`src/rtl/instr_packer.sv`:
```
// instr_packer: packs decoded RV32 fields into instruction words and streams them to instruction memory.
// Optional immediate range checking is enabled by defining INSTR_PACKER_RANGE_CHECK_EN.
`default_nettype none

module instr_packer #(
  parameter int              W         = 32,
  parameter int              AW        = 32,
  parameter logic [AW-1:0]   BASE_ADDR = '0,
  parameter int              DEPTH     = 256
) (
  input  logic                         clk,
  input  logic                         rst,
  input  logic                         start,
  input  logic                         in_valid,
  output logic                         in_ready,
  input  logic [1:0]                   IMMsrc,
  input  logic [6:0]                   opcode,
  input  logic [2:0]                   funct3,
  input  logic [6:0]                   funct7,
  input  logic [4:0]                   rd,
  input  logic [4:0]                   rs1,
  input  logic [4:0]                   rs2,
  input  logic [W-1:0]                 imm,
  output logic                         wr_en,
  input  logic                         wr_ready,
  output logic [AW-1:0]                wr_addr,
  output logic [W-1:0]                 wr_data,
  output logic [$clog2(DEPTH+1)-1:0]   count,
  output logic                         full,
  output logic                         err
);

  localparam int CW = $clog2(DEPTH+1);

  localparam logic [1:0] S_IDLE = 2'd0;
  localparam logic [1:0] S_RUN  = 2'd1;
  localparam logic [1:0] S_FULL = 2'd2;
  localparam logic [1:0] S_HALT = 2'd3;

  localparam logic [1:0] FMT_I = 2'b00;
  localparam logic [1:0] FMT_S = 2'b01;
  localparam logic [1:0] FMT_B = 2'b10;
  localparam logic [1:0] FMT_U = 2'b11;

  logic [1:0]    state;
  logic [1:0]    state_nxt;
  logic [CW-1:0] slot;
  logic [W-1:0]  word_nxt;
  logic [AW-1:0] addr_nxt;
  logic          accept;
  logic          retire;
  logic          range_bad;
  logic          write_accept;
  logic          last_retire;

  // No supported format carries funct7; the port exists for interface symmetry with the decoder.
  logic unused_funct7;
  assign unused_funct7 = ^funct7;

  always_comb begin
    word_nxt = '0;
    case (IMMsrc)
      FMT_I: word_nxt = {imm[11:0], rs1, funct3, rd, opcode};
      FMT_S: word_nxt = {imm[11:5], rs2, rs1, funct3, imm[4:0], opcode};
      FMT_B: word_nxt = {imm[12], imm[10:5], rs2, rs1, funct3, imm[4:1], imm[11], opcode};
      FMT_U: word_nxt = {imm[31:12], rd, opcode};
      default: word_nxt = '0;
    endcase
  end

`ifdef INSTR_PACKER_RANGE_CHECK_EN
  // An immediate fits when every bit above the field's top bit copies that top bit.
  always_comb begin
    range_bad = 1'b0;
    case (IMMsrc)
      FMT_I, FMT_S: range_bad = !((&imm[31:11]) || !(|imm[31:11]));
      FMT_B:        range_bad = imm[0] || !((&imm[31:12]) || !(|imm[31:12]));
      FMT_U:        range_bad = |imm[11:0];
      default:      range_bad = 1'b0;
    endcase
  end
`else
  assign range_bad = 1'b0;
`endif

  assign addr_nxt     = BASE_ADDR + (AW'(slot) << 2);
  assign accept       = in_valid && in_ready;
  assign retire       = wr_en && wr_ready;
  assign write_accept = accept && !range_bad;
  assign last_retire  = retire && (count == CW'(DEPTH - 1));

  // State register
  always_ff @(posedge clk or posedge rst) begin
    if (rst) begin
      state <= S_IDLE;
    end else begin
      state <= state_nxt;
    end
  end

  // Next-state logic
  always_comb begin
    state_nxt = state;
    if (start) begin
      state_nxt = S_RUN;
    end else begin
      case (state)
        S_RUN: begin
          if (accept && range_bad) begin
            state_nxt = S_HALT;
          end else if (last_retire) begin
            state_nxt = S_FULL;
          end
        end
        default: state_nxt = state;
      endcase
    end
  end

  // Output logic
  always_comb begin
    in_ready = (state == S_RUN) && (slot < CW'(DEPTH)) && !start && (!wr_en || wr_ready);
    full     = (state == S_FULL);
`ifdef INSTR_PACKER_RANGE_CHECK_EN
    err      = (state == S_HALT);
`else
    err      = 1'b0;
`endif
  end

  // Write port and counters; a pending write still drains after a range error.
  always_ff @(posedge clk or posedge rst) begin
    if (rst) begin
      wr_en   <= 1'b0;
      wr_addr <= '0;
      wr_data <= '0;
      slot    <= '0;
      count   <= '0;
    end else if (start) begin
      wr_en   <= 1'b0;
      slot    <= '0;
      count   <= '0;
    end else begin
      if (write_accept) begin
        wr_en   <= 1'b1;
        wr_data <= word_nxt;
        wr_addr <= addr_nxt;
        slot    <= slot + 1'b1;
      end else if (retire) begin
        wr_en   <= 1'b0;
      end
      if (retire) begin
        count <= count + 1'b1;
      end
    end
  end

endmodule

`default_nettype wire

```
`config.mk`:
```
export PLATFORM = sky130hd
export DESIGN_NAME = instr_packer
export DESIGN_NICKNAME = d
export VERILOG_FILES = /design/src/rtl/instr_packer.sv
export SDC_FILE = /design/constraint.sdc
export NUM_CORES = 1
export LEC_CHECK = 0
export ABC_AREA = 1
export CAP_MARGIN = 10
export CORE_ASPECT_RATIO = 0.75
export CORE_MARGIN = 2
export CORE_UTILIZATION = 57
export DETAILED_ROUTE_END_ITERATION = 8
export DONT_BUFFER_PORTS = 1
export PLACE_DENSITY = 0.75
export SYNTH_ARGS = -nofsm -noshare
export SYNTH_HDL_FRONTEND = slang
export SYNTH_SLANG_ARGS = --single-unit
```
`constraint.sdc`:
```
create_clock -name clk -period 1.9 [get_ports clk]
set_input_delay 0.38 -clock clk [delete_from_list [all_inputs] [get_ports clk]]
set_output_delay 0.38 -clock clk [all_outputs]
set_load 0.01 [all_outputs]
```
Word level (Yosys, flattened, before mapping)
Cells that the tools add are included.
Storage, ports and cells
  logic and storage cells: 44
  register bits: 62
Cells by class
  order comparisons: 1
  add/sub/neg operators: 2
  muxes and demuxes: 11
  bitwise logic cells: 1
  equality and inequality tests: 6
  reductions and logical operators: 17
Operator list (count)
  case mux 32 bit (4 select lines): 1
  2-to-1 mux 9 bit: 4
  adder 9 x 1 -> 9 bit (second input constant): 2
  equality test 9 x 8 -> 1 bit (second input constant): 1
  less-than comparator 9 bit (second input constant): 1
  nonzero test 2 bit: 4
  equality test 2 bit (second input constant): 3
  logical AND 1 bit: 6
  2-to-1 mux 2 bit: 3
  equality test 2 x 1 -> 1 bit (second input constant): 2
  AND reduction 2 bit: 2
  2-to-1 mux 1 bit: 3
  nonzero test 3 bit: 1
  logical NOT 1 bit: 2
  logical NOT 2 bit: 1
  logical OR 1 bit: 1
  NOT 1 bit: 1

Longest topological paths before layout
  word-level depth: 7
  mapped depth: 9
  mapped depth without buffers: 9

Worst setup path after synthesis
No wires, ideal clock.
  path kind: reg-to-reg
  from: register count[0]
  to: register count[8]
  cell stages (with the launch flop): 8
  clock period less this slack: 1.569 ns
  data required time: 1.804 ns
  data arrival time: 1.473 ns
  path slack: 0.331 ns
  library setup time: 0.096 ns
  path buffers: 0
  cells stage by stage: dfrtp_1 -> ha_1 -> inv_1 -> nor3_1 -> nand2_1 -> nor2_1 -> ha_1 -> o31ai_1
On the way
  longest elaborated chain between the ends: 3
Ends and longest elaborated chain
  start, declared: RTL line 28  | output logic [$clog2(DEPTH+1)-1:0] count,
  start signal, assigned: RTL line 153  | count <= count + 1'b1;
  adder 9 x 1 -> 9 bit: RTL line 153
  2-to-1 mux 9 bit: RTL line 152  | if (retire) begin
  2-to-1 mux 9 bit: RTL line 139  | end else if (start) begin
No other way between the ends. The select of a mux whose other input is x is not followed.
A chain may end at the register's enable or synchronous reset.

Worst setup path in the final report
  from: register count[1]
  to: register count[8]
Same word-level chain as after synthesis.

==> results.rst <==
.. list-table::
   :header-rows: 1

   * - Metric
     - Value
   * - Placeable core region
     - 5740 um^2
   * - Pre-Repair DR Iteration Count
     - 4
   * - Multiplexer share of the synthesized area
     - 0
   * - H-tree lvl count
     - 3
   * - Net total in the final layout
     - 487
   * - Number of primary I/O pins
     - 148
   * - Number of sinks handled by clock tree synthesis
     - 62
   * - Maximum number of pins on one net before global-route repair
     - 63
   * - Design Area, Final
     - 3500 um^2
   * - Number of instances on the worst hold path
     - 1
   * - Main flop type after synthesis
     - sky130_fd_sc_hd__dfrtp_1
   * - Initial cell density of the core
     - 0.582
   * - Worst R2R Path Depth
     - 7
   * - First-pass GRT wire length
     - 11.2 mm
   * - Remaining global-route overflow
     - 0
   * - Worst hold-check path type
     - primary input to flop
   * - Max Freq
     - 0.572 GHz
   * - Critical path buffers and inverters
     - 1
   * - Area fraction in and, or, nand and nor cells after synthesis
     - 0.319
   * - Count of pins over their slew limit
     - 0
   * - Time the final worst path needs with I/O delays and setup
     - 1.75 ns
   * - Count leader, synth
     - sky130_fd_sc_hd__nand2_1
   * - Initial antenna violation count
     - 0
   * - WS Path Type
     - flop to flop
   * - Top fanout value on the critical path
     - 4
   * - Kind of launch point of the worst setup path
     - flop
   * - Synthesized-area fraction occupied by ao, oa, aoi and oai cells
     - 0.0757
   * - Worst reg-to-reg setup slack
     - 0.15 ns
   * - Die span in y
     - 70.3 um
   * - Resize count post-CTS
     - 0
   * - Avg Vias per Cell
     - 5.09
   * - Post-synthesis adder-cell area fraction
     - 0.0112
   * - Endpoint of the worst-slack reg-to-reg timing path
     - count[8]$_DFFE_PP0P_
   * - Total count of hold-check failures in the final report
     - 0
   * - Clock root buffer
     - sky130_fd_sc_hd__clkbuf_8
   * - Weighted congestion reported at the end of routability-driven placement
     - 0.850
   * - TritonCTS buffer count
     - 9
   * - Cell area after synthesis
     - 3340 um^2
   * - Via count
     - 2,518
   * - Average wire per standard cell
     - 14.0 um
   * - Synth top area share
     - 0.464
   * - Final Setup Violations
     - 0
   * - Via count of the first global-routing pass
     - 2,348
   * - Placed inst area
     - 3300 um^2
   * - Max Buffers Root-to-Sink
     - 2
   * - Wirelength, routed
     - 6.92 mm
   * - FF+latch count, synth
     - 62
   * - Gate count after technology mapping
     - 408
   * - Number of filler cells placed in the layout
     - 536
   * - Post-synthesis xor/xnor area fraction
     - 0.00262
   * - Result of the run
     - finished, final reports clean
   * - Setup repair after global routing missed its margin
     - false
   * - CTS tree
     - built
   * - Hold EP
     - count[6]$_DFFE_PP0P_
   * - Iteration-0 DRC Markers
     - 95
   * - Start of the worst register-to-register path
     - count[1]$_DFFE_PP0P_
   * - Launch instance of the worst min-delay path
     - start
   * - Cell accounting for the most synthesized area
     - sky130_fd_sc_hd__dfrtp_1
   * - Pwr dens
     - 880 nW/um^2
   * - Cell repeated most along the worst path
     - sky130_fd_sc_hd__ha_1
   * - Die Footprint
     - 6500 um^2
   * - Syn-to-layout area delta
     - 4.68%
   * - Port Buffer Count
     - 0
   * - Die span in x
     - 92.4 um
   * - Total of max-cap violations
     - 0
   * - Arr. time, crit path
     - 2.00 ns
   * - Largest vdd supply drop
     - 0.000567 V
   * - Antenna cell count
     - 0
   * - Count of standard-cell rows
     - 24
   * - Largest stage delay on the critical path
     - 0.45 ns
   * - FFs w/ async S/R, synth
     - 1.00
   * - Clock-pin slew on the worst setup and hold paths
     - 0.07 ns
   * - Yosys warning total
     - 0
   * - Element type at the critical path end
     - flop
   * - GR Util All Layers
     - 0.223
   * - Cell at the slowest stage of the critical path
     - sky130_fd_sc_hd__dfrtp_1
   * - Remaining antenna violation count
     - 0
   * - Number of enable flip-flop cells after synthesis
     - 0
   * - Worst clock skew on the final layout
     - 0.00772 ns
   * - Family with the most delay on the worst path
     - simple AND/OR/NAND/NOR gates
   * - Sequential fraction of the synthesis area
     - 0.464
   * - Post-route DRC
     - 0
   * - Most numerous cell types in the synthesized netlist
     - sky130_fd_sc_hd__nand2_1, sky130_fd_sc_hd__dfrtp_1, sky130_fd_sc_hd__inv_1
   * - Distinct cell type count of the synthesized netlist
     - 32
   * - Share of the clock period used by the worst path after layout
     - 0.920
   * - Largest family of logic cells by synthesized area
     - simple AND/OR/NAND/NOR gates
   * - Sequence of cells on the critical path
     - ha_1, inv_1, nor3_1, nand2_1, nor2_1, ha_1, o31ai_1
   * - Clock insertion delay at the later pin of the skew report
     - 0.34 ns
   * - Static leakage power
     - 1.78 nW
   * - Fraction of final layout cells sized beyond drive strength 1
     - 0.132
   * - Largest cells by area after synthesis
     - sky130_fd_sc_hd__dfrtp_1, sky130_fd_sc_hd__nand2_1, sky130_fd_sc_hd__buf_4, sky130_fd_sc_hd__inv_1, sky130_fd_sc_hd__nand3_1
   * - Final total negative setup slack
     - 0 ns
   * - Required time of the critical path
     - 2.15 ns
   * - Synth Area per Inst
     - 8.19 um^2
   * - Final HPWL DP
     - 5.05 mm
power breakdown:
| group | internal, mW | switching, mW |
|---|---|---|
| Clock | 0.630 | 0.504 |
| Sequential | 1.45 | 0.160 |
| Combinational | 0.115 | 0.221 |
| Total | 2.19 | 0.885 |
per-stage QoR:
step	setup slack, ns	total power, mW	instances	util	hold slack, ns
finish	0.153	3.08	495	0.610	0.0941
global route	0.0547	3.26	495	0.610	0.0661
CTS	0.137	3.12	495	0.610	0.0763
detailed placement	0.154	1.97	479	0.575	0.370
global placement	0.241	1.96	479	0.575	0.365
floorplan	0.331	1.93	431	-	0.464
flip-flops by register name, indices dropped and copies added (netlist names):
signal / cells
wr_addr: 9
wr_en: 1
wr_data: 32
slot: 9
state: 2
count: 9
cell usage in the layout, fill, tap and decap left out:
master and count:
sky130_fd_sc_hd__nand2_1 164, sky130_fd_sc_hd__o21ai_0 15, sky130_fd_sc_hd__buf_12 1, sky130_fd_sc_hd__clkinv_1 1, sky130_fd_sc_hd__conb_1 24, sky130_fd_sc_hd__nand3_1 21, sky130_fd_sc_hd__ha_1 3, sky130_fd_sc_hd__nand3b_1 1
sky130_fd_sc_hd__nand4_2 1, sky130_fd_sc_hd__clkbuf_1 1, sky130_fd_sc_hd__inv_2 1, sky130_fd_sc_hd__o211ai_2 7, sky130_fd_sc_hd__o211ai_1 7, sky130_fd_sc_hd__o31ai_1 1, sky130_fd_sc_hd__nand4_1 4, sky130_fd_sc_hd__o21ai_1 2
sky130_fd_sc_hd__or2_2 14, sky130_fd_sc_hd__clkbuf_8 10, sky130_fd_sc_hd__inv_1 28, sky130_fd_sc_hd__xor2_1 1, sky130_fd_sc_hd__clkinvlp_4 2, sky130_fd_sc_hd__nand2_2 2, sky130_fd_sc_hd__nor2_8 3, sky130_fd_sc_hd__nor2_1 20
sky130_fd_sc_hd__nor2_2 1, sky130_fd_sc_hd__nor3_1 2, sky130_fd_sc_hd__dfrtp_1 62, sky130_fd_sc_hd__a21oi_1 4, sky130_fd_sc_hd__dlygate4sd3_1 1, sky130_fd_sc_hd__bufinv_16 1, sky130_fd_sc_hd__clkinv_2 2, sky130_fd_sc_hd__nand3_4 1
sky130_fd_sc_hd__buf_4 7, sky130_fd_sc_hd__nor2_4 1, sky130_fd_sc_hd__nand4_4 1
layer usage:
layer,vias up,GRT usage,wire length [um]
met5,-,0,0
met4,0,0.0647,56
met3,8,0.102,599
met2,98,0.337,3180
met1,1165,0.288,3090
li1,1247,-,-
logic make-up after synthesis:
group	after synthesis
AOI/OAI and AO/OA	36
xor gates and xnor gates	1
adders and majority gates	3
buffers and inverters	69
DFF	62
other	1
and+or+nand+nor	236
layout make-up:
type	instances	area [um^2]	area share
Tap cell	78	97.6	0.0279
Clock buffer	11	141	0.0404
Timing Repair Buffer	9	82.6	0.0236
Multi-Input combinational cell	300	1460	0.416
Sequential cell	62	1550	0.444
Clock inverter	4	47.5	0.0136
Inverter	31	120	0.0343
what timing repair did:
action / CTS / global route
endpoints found under the hold margin: 24 / 0
hold buffers: 1 / 0
setup buffers: 0 / 0
worst max path at each step:
stage                                     from                    to  cells past startpoint
after floorplan           count[0]$_DFFE_PP0P_  count[8]$_DFFE_PP0P_                      7
after global placement    count[1]$_DFFE_PP0P_  count[8]$_DFFE_PP0P_                      7
after detailed placement  count[1]$_DFFE_PP0P_  count[8]$_DFFE_PP0P_                      7
after CTS                 count[1]$_DFFE_PP0P_  count[8]$_DFFE_PP0P_                      7
after global routing      count[1]$_DFFE_PP0P_  count[8]$_DFFE_PP0P_                      7
final                     count[1]$_DFFE_PP0P_  count[8]$_DFFE_PP0P_                      7
No activity file was read; power rests on OpenSTA's default activity.
